==> config.mk <==
export PLATFORM = sky130hd
export DESIGN_NAME = id_ex_reg_flat
export DESIGN_NICKNAME = d
export VERILOG_FILES = /design/src/rtl/mips_pkg.sv /design/src/rtl/id_ex_reg_if.sv /design/src/rtl/id_ex_reg_operand_snoop.sv /design/src/rtl/id_ex_reg.sv /design/src/flat_wrapper.sv
export SDC_FILE = /design/constraint.sdc
export NUM_CORES = 1
export LEC_CHECK = 0
export BUFFER_PORTS_ARGS = -buffer_cell sky130_fd_sc_hd__buf_2
export CORE_AREA = 3 3 171 173
export CTS_CLUSTER_DIAMETER = 30
export DETAILED_ROUTE_END_ITERATION = 16
export DIE_AREA = 0 0 174 176
export PLACE_DENSITY = 0.64
export RECOVER_POWER = 100
export SETUP_SLACK_MARGIN = 0.4
export SYNTH_ARGS = -nofsm -noshare
export SYNTH_HDL_FRONTEND = slang
export SYNTH_SLANG_ARGS = --single-unit
==> constraint.sdc <==
create_clock -name clk -period 3.2 [get_ports clk]
set_clock_uncertainty 0.05 [all_clocks]
set_input_delay 0.64 -clock clk [delete_from_list [all_inputs] [get_ports clk]]
set_output_delay 0.64 -clock clk [all_outputs]
set_load 0.01 [all_outputs]
==> src/rtl/mips_pkg.sv <==
// Shared constants for the MIPS core pipeline: widths, control-bundle field offsets,
// exception codes and the exception handler entry point.
package mips_pkg;

  localparam int DATA_W = 32;
  localparam int CTRL_W = 16;
  localparam int TNEW_W = 2;
  localparam int REG_W  = 5;
  localparam int EXC_W  = 5;

  localparam logic [31:0] HANDLER_PC = 32'h4180;

  // Control bundle layout (bit offsets into id_ctrl / ex_ctrl)
  localparam int CTRL_REG_WRITE = 0;
  localparam int CTRL_MEM_READ  = 1;
  localparam int CTRL_MEM_WRITE = 2;
  localparam int CTRL_ALU_SRC   = 3;
  localparam int CTRL_ALU_OP    = 4;   // 4 bits: [7:4]
  localparam int CTRL_MDU_OP    = 8;   // 4 bits: [11:8]
  localparam int CTRL_WB_SEL    = 12;  // 2 bits: [13:12]
  localparam int CTRL_LINK      = 14;
  localparam int CTRL_ERET      = 15;

  localparam logic [EXC_W-1:0] EXC_NONE    = 5'd0;
  localparam logic [EXC_W-1:0] EXC_ADEL    = 5'd4;
  localparam logic [EXC_W-1:0] EXC_ADES    = 5'd5;
  localparam logic [EXC_W-1:0] EXC_SYSCALL = 5'd8;
  localparam logic [EXC_W-1:0] EXC_RI      = 5'd10;
  localparam logic [EXC_W-1:0] EXC_OV      = 5'd12;

  // One pipeline stage closer to the result; saturates at zero.
  function automatic logic [TNEW_W-1:0] tnew_dec(input logic [TNEW_W-1:0] t);
    return (t == '0) ? '0 : t - 1'b1;
  endfunction

endpackage

==> src/rtl/id_ex_reg_if.sv <==
// ID->EX stage bundle: id_* fields driven by decode, ex_* fields presented to execute.
interface id_ex_reg_if
  import mips_pkg::*;
#(
  parameter int DATA_W = 32,
  parameter int CTRL_W = 16
);
  // No valid/ready pair: the stage always advances unless hold/bubble/req say
  // otherwise, and ex_* are registered copies that change only on a clock edge.
  logic [31:0]        id_pc;
  logic [31:0]        id_instr;
  logic [REG_W-1:0]   id_rs;
  logic [REG_W-1:0]   id_rt;
  logic [REG_W-1:0]   id_a3;
  logic [DATA_W-1:0]  id_rs_data;
  logic [DATA_W-1:0]  id_rt_data;
  logic [DATA_W-1:0]  id_imm;
  logic [CTRL_W-1:0]  id_ctrl;
  logic [TNEW_W-1:0]  id_tnew;
  logic               id_bd;
  logic [EXC_W-1:0]   id_exc;

  logic [31:0]        ex_pc;
  logic [31:0]        ex_instr;
  logic [REG_W-1:0]   ex_rs;
  logic [REG_W-1:0]   ex_rt;
  logic [REG_W-1:0]   ex_a3;
  logic [DATA_W-1:0]  ex_rs_data;
  logic [DATA_W-1:0]  ex_rt_data;
  logic [DATA_W-1:0]  ex_imm;
  logic [CTRL_W-1:0]  ex_ctrl;
  logic [TNEW_W-1:0]  ex_tnew;
  logic               ex_bd;
  logic [EXC_W-1:0]   ex_exc;

  modport master (
    output id_pc, id_instr, id_rs, id_rt, id_a3, id_rs_data, id_rt_data,
           id_imm, id_ctrl, id_tnew, id_bd, id_exc,
    input  ex_pc, ex_instr, ex_rs, ex_rt, ex_a3, ex_rs_data, ex_rt_data,
           ex_imm, ex_ctrl, ex_tnew, ex_bd, ex_exc
  );

  modport slave (
    input  id_pc, id_instr, id_rs, id_rt, id_a3, id_rs_data, id_rt_data,
           id_imm, id_ctrl, id_tnew, id_bd, id_exc,
    output ex_pc, ex_instr, ex_rs, ex_rt, ex_a3, ex_rs_data, ex_rt_data,
           ex_imm, ex_ctrl, ex_tnew, ex_bd, ex_exc
  );

endinterface

==> src/rtl/id_ex_reg_operand_snoop.sv <==
// Next value of a held operand: takes the WB write data when WB targets the
// operand's register, otherwise keeps what is stored.
module operand_snoop
  import mips_pkg::*;
#(
  parameter int DATA_W = 32
) (
  input  logic [REG_W-1:0]  i_idx,
  input  logic [DATA_W-1:0] i_data,
  input  logic [REG_W-1:0]  i_wb_a3,
  input  logic [DATA_W-1:0] i_wb_wd,
  input  logic              i_hold,
  output logic [DATA_W-1:0] o_next
);

  logic w_hit;

  // $zero is never written, so a zero WB address never counts as a hit.
  assign w_hit  = i_hold && (i_wb_a3 != '0) && (i_wb_a3 == i_idx);
  assign o_next = w_hit ? i_wb_wd : i_data;

endmodule

==> src/rtl/id_ex_reg.sv <==
// ID->EX pipeline register with flush, hold (with WB operand snoop) and bubble insert.
module id_ex_reg
  import mips_pkg::*;
#(
  parameter int          DATA_W  = 32,
  parameter int          CTRL_W  = 16,
  parameter logic [31:0] HANDLER = HANDLER_PC
) (
  input  logic             clk,
  input  logic             reset,
  input  logic             hold,
  input  logic             bubble,
  input  logic             req,
  input  logic [REG_W-1:0] wb_a3,
  input  logic [31:0]      wb_wd,
  id_ex_reg_if.slave       bus
);

  logic [31:0]       r_pc;
  logic [31:0]       r_instr;
  logic [REG_W-1:0]  r_rs;
  logic [REG_W-1:0]  r_rt;
  logic [REG_W-1:0]  r_a3;
  logic [DATA_W-1:0] r_rs_data;
  logic [DATA_W-1:0] r_rt_data;
  logic [DATA_W-1:0] r_imm;
  logic [CTRL_W-1:0] r_ctrl;
  logic [TNEW_W-1:0] r_tnew;
  logic              r_bd;
  logic [EXC_W-1:0]  r_exc;

  logic [DATA_W-1:0] w_rs_next;
  logic [DATA_W-1:0] w_rt_next;

  operand_snoop #(.DATA_W(DATA_W)) u_snoop_rs (
    .i_idx   (r_rs),
    .i_data  (r_rs_data),
    .i_wb_a3 (wb_a3),
    .i_wb_wd (wb_wd[DATA_W-1:0]),
    .i_hold  (hold),
    .o_next  (w_rs_next)
  );

  operand_snoop #(.DATA_W(DATA_W)) u_snoop_rt (
    .i_idx   (r_rt),
    .i_data  (r_rt_data),
    .i_wb_a3 (wb_a3),
    .i_wb_wd (wb_wd[DATA_W-1:0]),
    .i_hold  (hold),
    .o_next  (w_rt_next)
  );

  always_ff @(posedge clk) begin
    if (!reset || req) begin
      r_pc      <= reset ? HANDLER : 32'h0;
      r_instr   <= '0;
      r_rs      <= '0;
      r_rt      <= '0;
      r_a3      <= '0;
      r_rs_data <= '0;
      r_rt_data <= '0;
      r_imm     <= '0;
      r_ctrl    <= '0;
      r_tnew    <= '0;
      r_bd      <= 1'b0;
      r_exc     <= EXC_NONE;
    end else if (hold) begin
      // Only the operands move while held; Tnew is deliberately frozen.
      r_rs_data <= w_rs_next;
      r_rt_data <= w_rt_next;
    end else if (bubble) begin
      // PC and BD survive so EPC/BD stay right for the stalled instruction.
      r_pc      <= bus.id_pc;
      r_instr   <= '0;
      r_rs      <= '0;
      r_rt      <= '0;
      r_a3      <= '0;
      r_rs_data <= '0;
      r_rt_data <= '0;
      r_imm     <= '0;
      r_ctrl    <= '0;
      r_tnew    <= '0;
      r_bd      <= bus.id_bd;
      r_exc     <= EXC_NONE;
    end else begin
      r_pc      <= bus.id_pc;
      r_instr   <= bus.id_instr;
      r_rs      <= bus.id_rs;
      r_rt      <= bus.id_rt;
      r_a3      <= bus.id_a3;
      r_rs_data <= bus.id_rs_data;
      r_rt_data <= bus.id_rt_data;
      r_imm     <= bus.id_imm;
      r_ctrl    <= bus.id_ctrl;
      r_tnew    <= tnew_dec(bus.id_tnew);
      r_bd      <= bus.id_bd;
      r_exc     <= bus.id_exc;
    end
  end

  assign bus.ex_pc      = r_pc;
  assign bus.ex_instr   = r_instr;
  assign bus.ex_rs      = r_rs;
  assign bus.ex_rt      = r_rt;
  assign bus.ex_a3      = r_a3;
  assign bus.ex_rs_data = r_rs_data;
  assign bus.ex_rt_data = r_rt_data;
  assign bus.ex_imm     = r_imm;
  assign bus.ex_ctrl    = r_ctrl;
  assign bus.ex_tnew    = r_tnew;
  assign bus.ex_bd      = r_bd;
  assign bus.ex_exc     = r_exc;

endmodule

==> src/flat_wrapper.sv <==
// flat-port wrapper written by rule: the top's interface ports become plain ports
module id_ex_reg_flat import mips_pkg::*;
#(
  parameter int          DATA_W  = 32,
  parameter int          CTRL_W  = 16,
  parameter logic [31:0] HANDLER = HANDLER_PC
)
  (clk, reset, hold, bubble, req, wb_a3, wb_wd, bus_id_pc, bus_id_instr, bus_id_rs, bus_id_rt, bus_id_a3, bus_id_rs_data, bus_id_rt_data, bus_id_imm, bus_id_ctrl, bus_id_tnew, bus_id_bd, bus_id_exc, bus_ex_pc, bus_ex_instr, bus_ex_rs, bus_ex_rt, bus_ex_a3, bus_ex_rs_data, bus_ex_rt_data, bus_ex_imm, bus_ex_ctrl, bus_ex_tnew, bus_ex_bd, bus_ex_exc);
  id_ex_reg_if #(.DATA_W(DATA_W), .CTRL_W(CTRL_W)) bus_i ();
  input  logic clk;
  input  logic reset;
  input  logic hold;
  input  logic bubble;
  input  logic req;
  input  logic [REG_W-1:0] wb_a3;
  input  logic [31:0] wb_wd;
  input wire logic [$bits(bus_i.id_pc)-1:0] bus_id_pc;
  input wire logic [$bits(bus_i.id_instr)-1:0] bus_id_instr;
  input wire logic [$bits(bus_i.id_rs)-1:0] bus_id_rs;
  input wire logic [$bits(bus_i.id_rt)-1:0] bus_id_rt;
  input wire logic [$bits(bus_i.id_a3)-1:0] bus_id_a3;
  input wire logic [$bits(bus_i.id_rs_data)-1:0] bus_id_rs_data;
  input wire logic [$bits(bus_i.id_rt_data)-1:0] bus_id_rt_data;
  input wire logic [$bits(bus_i.id_imm)-1:0] bus_id_imm;
  input wire logic [$bits(bus_i.id_ctrl)-1:0] bus_id_ctrl;
  input wire logic [$bits(bus_i.id_tnew)-1:0] bus_id_tnew;
  input wire logic [$bits(bus_i.id_bd)-1:0] bus_id_bd;
  input wire logic [$bits(bus_i.id_exc)-1:0] bus_id_exc;
  output wire logic [$bits(bus_i.ex_pc)-1:0] bus_ex_pc;
  output wire logic [$bits(bus_i.ex_instr)-1:0] bus_ex_instr;
  output wire logic [$bits(bus_i.ex_rs)-1:0] bus_ex_rs;
  output wire logic [$bits(bus_i.ex_rt)-1:0] bus_ex_rt;
  output wire logic [$bits(bus_i.ex_a3)-1:0] bus_ex_a3;
  output wire logic [$bits(bus_i.ex_rs_data)-1:0] bus_ex_rs_data;
  output wire logic [$bits(bus_i.ex_rt_data)-1:0] bus_ex_rt_data;
  output wire logic [$bits(bus_i.ex_imm)-1:0] bus_ex_imm;
  output wire logic [$bits(bus_i.ex_ctrl)-1:0] bus_ex_ctrl;
  output wire logic [$bits(bus_i.ex_tnew)-1:0] bus_ex_tnew;
  output wire logic [$bits(bus_i.ex_bd)-1:0] bus_ex_bd;
  output wire logic [$bits(bus_i.ex_exc)-1:0] bus_ex_exc;
  assign bus_i.id_pc = bus_id_pc;
  assign bus_i.id_instr = bus_id_instr;
  assign bus_i.id_rs = bus_id_rs;
  assign bus_i.id_rt = bus_id_rt;
  assign bus_i.id_a3 = bus_id_a3;
  assign bus_i.id_rs_data = bus_id_rs_data;
  assign bus_i.id_rt_data = bus_id_rt_data;
  assign bus_i.id_imm = bus_id_imm;
  assign bus_i.id_ctrl = bus_id_ctrl;
  assign bus_i.id_tnew = bus_id_tnew;
  assign bus_i.id_bd = bus_id_bd;
  assign bus_i.id_exc = bus_id_exc;
  assign bus_ex_pc = bus_i.ex_pc;
  assign bus_ex_instr = bus_i.ex_instr;
  assign bus_ex_rs = bus_i.ex_rs;
  assign bus_ex_rt = bus_i.ex_rt;
  assign bus_ex_a3 = bus_i.ex_a3;
  assign bus_ex_rs_data = bus_i.ex_rs_data;
  assign bus_ex_rt_data = bus_i.ex_rt_data;
  assign bus_ex_imm = bus_i.ex_imm;
  assign bus_ex_ctrl = bus_i.ex_ctrl;
  assign bus_ex_tnew = bus_i.ex_tnew;
  assign bus_ex_bd = bus_i.ex_bd;
  assign bus_ex_exc = bus_i.ex_exc;
  id_ex_reg #(.DATA_W(DATA_W), .CTRL_W(CTRL_W), .HANDLER(HANDLER)) u_core (.clk(clk), .reset(reset), .hold(hold), .bubble(bubble), .req(req), .wb_a3(wb_a3), .wb_wd(wb_wd), .bus(bus_i));
endmodule
==> flow_summary.ini <==
[timing]
fin_setup_tns_ns = 0
max_freq_mhz = 432
setup_viol = 0
fin_crit_ns = 2.31
slew_violations = 159
slew_headroom = -0.0725
final_hold_viol_count = 0
fin_ws_ns = 0.886
worstMarginPinSlew_ns = 1.61
rsz0062_at_grt = false
fin_crit_sh = 0.723

[cts]
clk_pin_slew_ns = 0.08
cts_resized = 0
cts.sinks = 199
cts_tree = done
htreeDepth = 4
cts.path.max_buffers = 2
cts_root_buf = clkbuf_16
insertion_delay_ns = 0.42
postCtsHoldBufs = 0
post-cts-setup-buffers = 0
cts_made_buffers = 17

[detailed_routing]
routed_wl_mm = 24.1
drt_iter0_drc = 321
vias = 6710
dr.pass1.iters = 4
highest_layer = met5
drc = 0
wl_met1_mm = 10.1
wl_met2_mm = 11.5
final_antenna_net_count = 0
via_per_inst = 4.56
routedWlPerCell_um = 16.4
route.met3.wl_mm = 1.85

[setup_path]
worst_setup_path_start_kind = input pin
r2r_end = u_core.bus.ex_rs_data[23]
end_kind = register
required_ns = 3.51
crit_chain = clkbuf_1, nor2b_4, and2_2, clkbuf_1, a22o_1
cpPeakStageDelay_ns = 0.91
critPathMostFrequentCell = clkbuf_1
critPathKind = input pin to register
r2r_cells = 5
arrival_ns = 2.63
worstSetupEndpoint = u_core.bus.ex_a3[4]
crit_start = req
slowest_stage = and2_2
r2r_start = u_core.bus.ex_rs[4]
path_max_fanout = 57
rrSetupSlack_ns = 1.32

[floorplanning]
io_pins = 440
start_util = 0.275
die_h_um = 176
rows = 61
fp.dieW_um = 174
core_um2 = 27800
dieArea_um2 = 30600

[run_status]
violations = max-capacitance violations, max-slew violations
status = finished, violations left

[synthesis]
syn_area_um2 = 7630
synth_nets = 918
yosysTopAreaCell = dfxtp_1
netlist_top_cells_area = dfxtp_1, a22o_1, edfxtp_1
syn_avg_cell_area_um2 = 11.3
synthDistinctLibCells = 23
seq_area_frac_synth = 0.564
synth_top_area_frac = 0.438
yosys_register_bits = 199
ys_warn_count = 0
syn_inst = 677

[layout]
drive_above_1_share = 0.261
final_cell_mix = buf_2, clkbuf_1, dfxtp_1
num_antenna_cells = 0
stdcell_count = 1472
final_common_cell = buf_2
nets = 1322
syn_to_final_growth_pct = 36.2

[global_route]
grt_pass1_vias = 6439
grtUsageTotal = 0.148
grt_max_degree = 159
antenna_found_initial = 1
grt_pass1_wl_mm = 36.2
globalRouteOverflowTotal = 0

[place]
pre_cts_ws_ns = 0.695
gp_congestion = 0.764
placed_cells = 1440
dp_hpwl_mm = 17.8
io_buffers = 439

[job]
drv_cap = 1

[worst_hold_path]
hp-class = input pin to register

[power_and_ir_drop]
leakage_nw = 4.41
p_per_area_nw_per_um2 = 516
ir_drop_v = 0.000323
p_total_mw = 5.37
power by group:
| group | switching (mW) | total (mW) | internal [mW] |
|---|---|---|---|
| logic | 0.305 | 0.563 | 0.258 |
| registers | 0.0356 | 2.66 | 2.62 |
| clock network | 1.08 | 2.15 | 1.07 |
| total | 1.42 | 5.37 | 3.95 |
worst min path at each step:
stage / startpoint / endpoint / slack, ns / cells past startpoint
2_1_floorplan: u_core.bus.ex_rs_data[0] / u_core.bus.ex_rs_data[0] / 0.43 / 2
3_3_place_gp: u_core.bus.ex_rs_data[16] / u_core.bus.ex_rs_data[16] / 0.39 / 2
3_5_place_dp: u_core.bus.ex_rt_data[7] / u_core.bus.ex_rt_data[7] / 0.40 / 2
4_1_cts: bus_id_instr[23] / u_core.bus.ex_instr[23] / 0.34 / 2
5_1_grt: bus_id_imm[27] / u_core.bus.ex_imm[27] / 0.34 / 2
6_report: bus_id_instr[23] / u_core.bus.ex_instr[23] / 0.36 / 2
routing by layer:
layer  vias to the layer above  track usage
li1                       3251            -
met1                      3134        0.178
met2                       292        0.249
met3                        31       0.0510
met4                         2       0.0523
met5                         -            0
per-stage QoR:
stage	util	hold slack, ns	area, um2
4_1_cts	0.384	0.337	10700
3_5_place_dp	0.363	0.398	10100
2_1_floorplan	-	0.432	7630
6_report	0.374	0.362	10400
3_3_place_gp	0.363	0.391	10100
5_1_grt	0.374	0.338	10400
registers in the layout (all words and copies together) (netlist names):
signal,flops
u_core.bus.ex_a3,5
u_core.bus.ex_bd,1
u_core.bus.ex_ctrl,16
u_core.bus.ex_exc,5
u_core.bus.ex_imm,32
u_core.bus.ex_instr,32
u_core.bus.ex_pc,32
u_core.bus.ex_rs,5
u_core.bus.ex_rs_data,32
u_core.bus.ex_rt,5
u_core.bus.ex_rt_data,32
u_core.bus.ex_tnew,2
cell type report:
cell class | count | area (um2)
fillers | 2954 | 17400
flip-flops and latches | 199 | 4300
multi-input cells | 414 | 2980
repair buffers | 448 | 2050
well taps | 378 | 473
clock buffers | 18 | 439
clock inverters | 14 | 148
inverters | 1 | 3.75
cells in the mapped netlist:
| master | count |
|---|---|
| or4_4 | 1 |
| a22o_1 | 164 |
| dfxtp_1 | 167 |
| buf_6 | 2 |
| nand2_1 | 130 |
| nor2_1 | 1 |
| and2_1 | 31 |
| nor2_2 | 1 |
| nand3_1 | 2 |
| buf_1 | 3 |
| clkbuf_1 | 42 |
| mux2i_1 | 65 |
| buf_2 | 10 |
| a32o_1 | 1 |
| o21ai_0 | 1 |
| edfxtp_1 | 32 |
| o41a_1 | 2 |
| buf_12 | 6 |
| o21a_1 | 3 |
| nor2b_1 | 2 |
| xor2_1 | 4 |
| xnor2_1 | 6 |
| inv_1 | 1 |
cells by family (layout without fill, tap and decap cells):
group | count (synthesis) | after routing | synth area share
flops | 199 | 199 | 0.564
xor+xnor | 10 | 10 | 0.0115
buf+inv | 64 | 481 | 0.0479
simple gates | 168 | 168 | 0.0951
compound gates | 171 | 171 | 0.196
mux | 65 | 65 | 0.0853
critical path, delay by kind of cell:
family	cells	cell delay, ns
and+or+nand+nor	2	1.05
buffers and inverters	2	0.69
AOI/OAI and AO/OA	1	0.22
No activity file was read; power rests on OpenSTA's default activity.
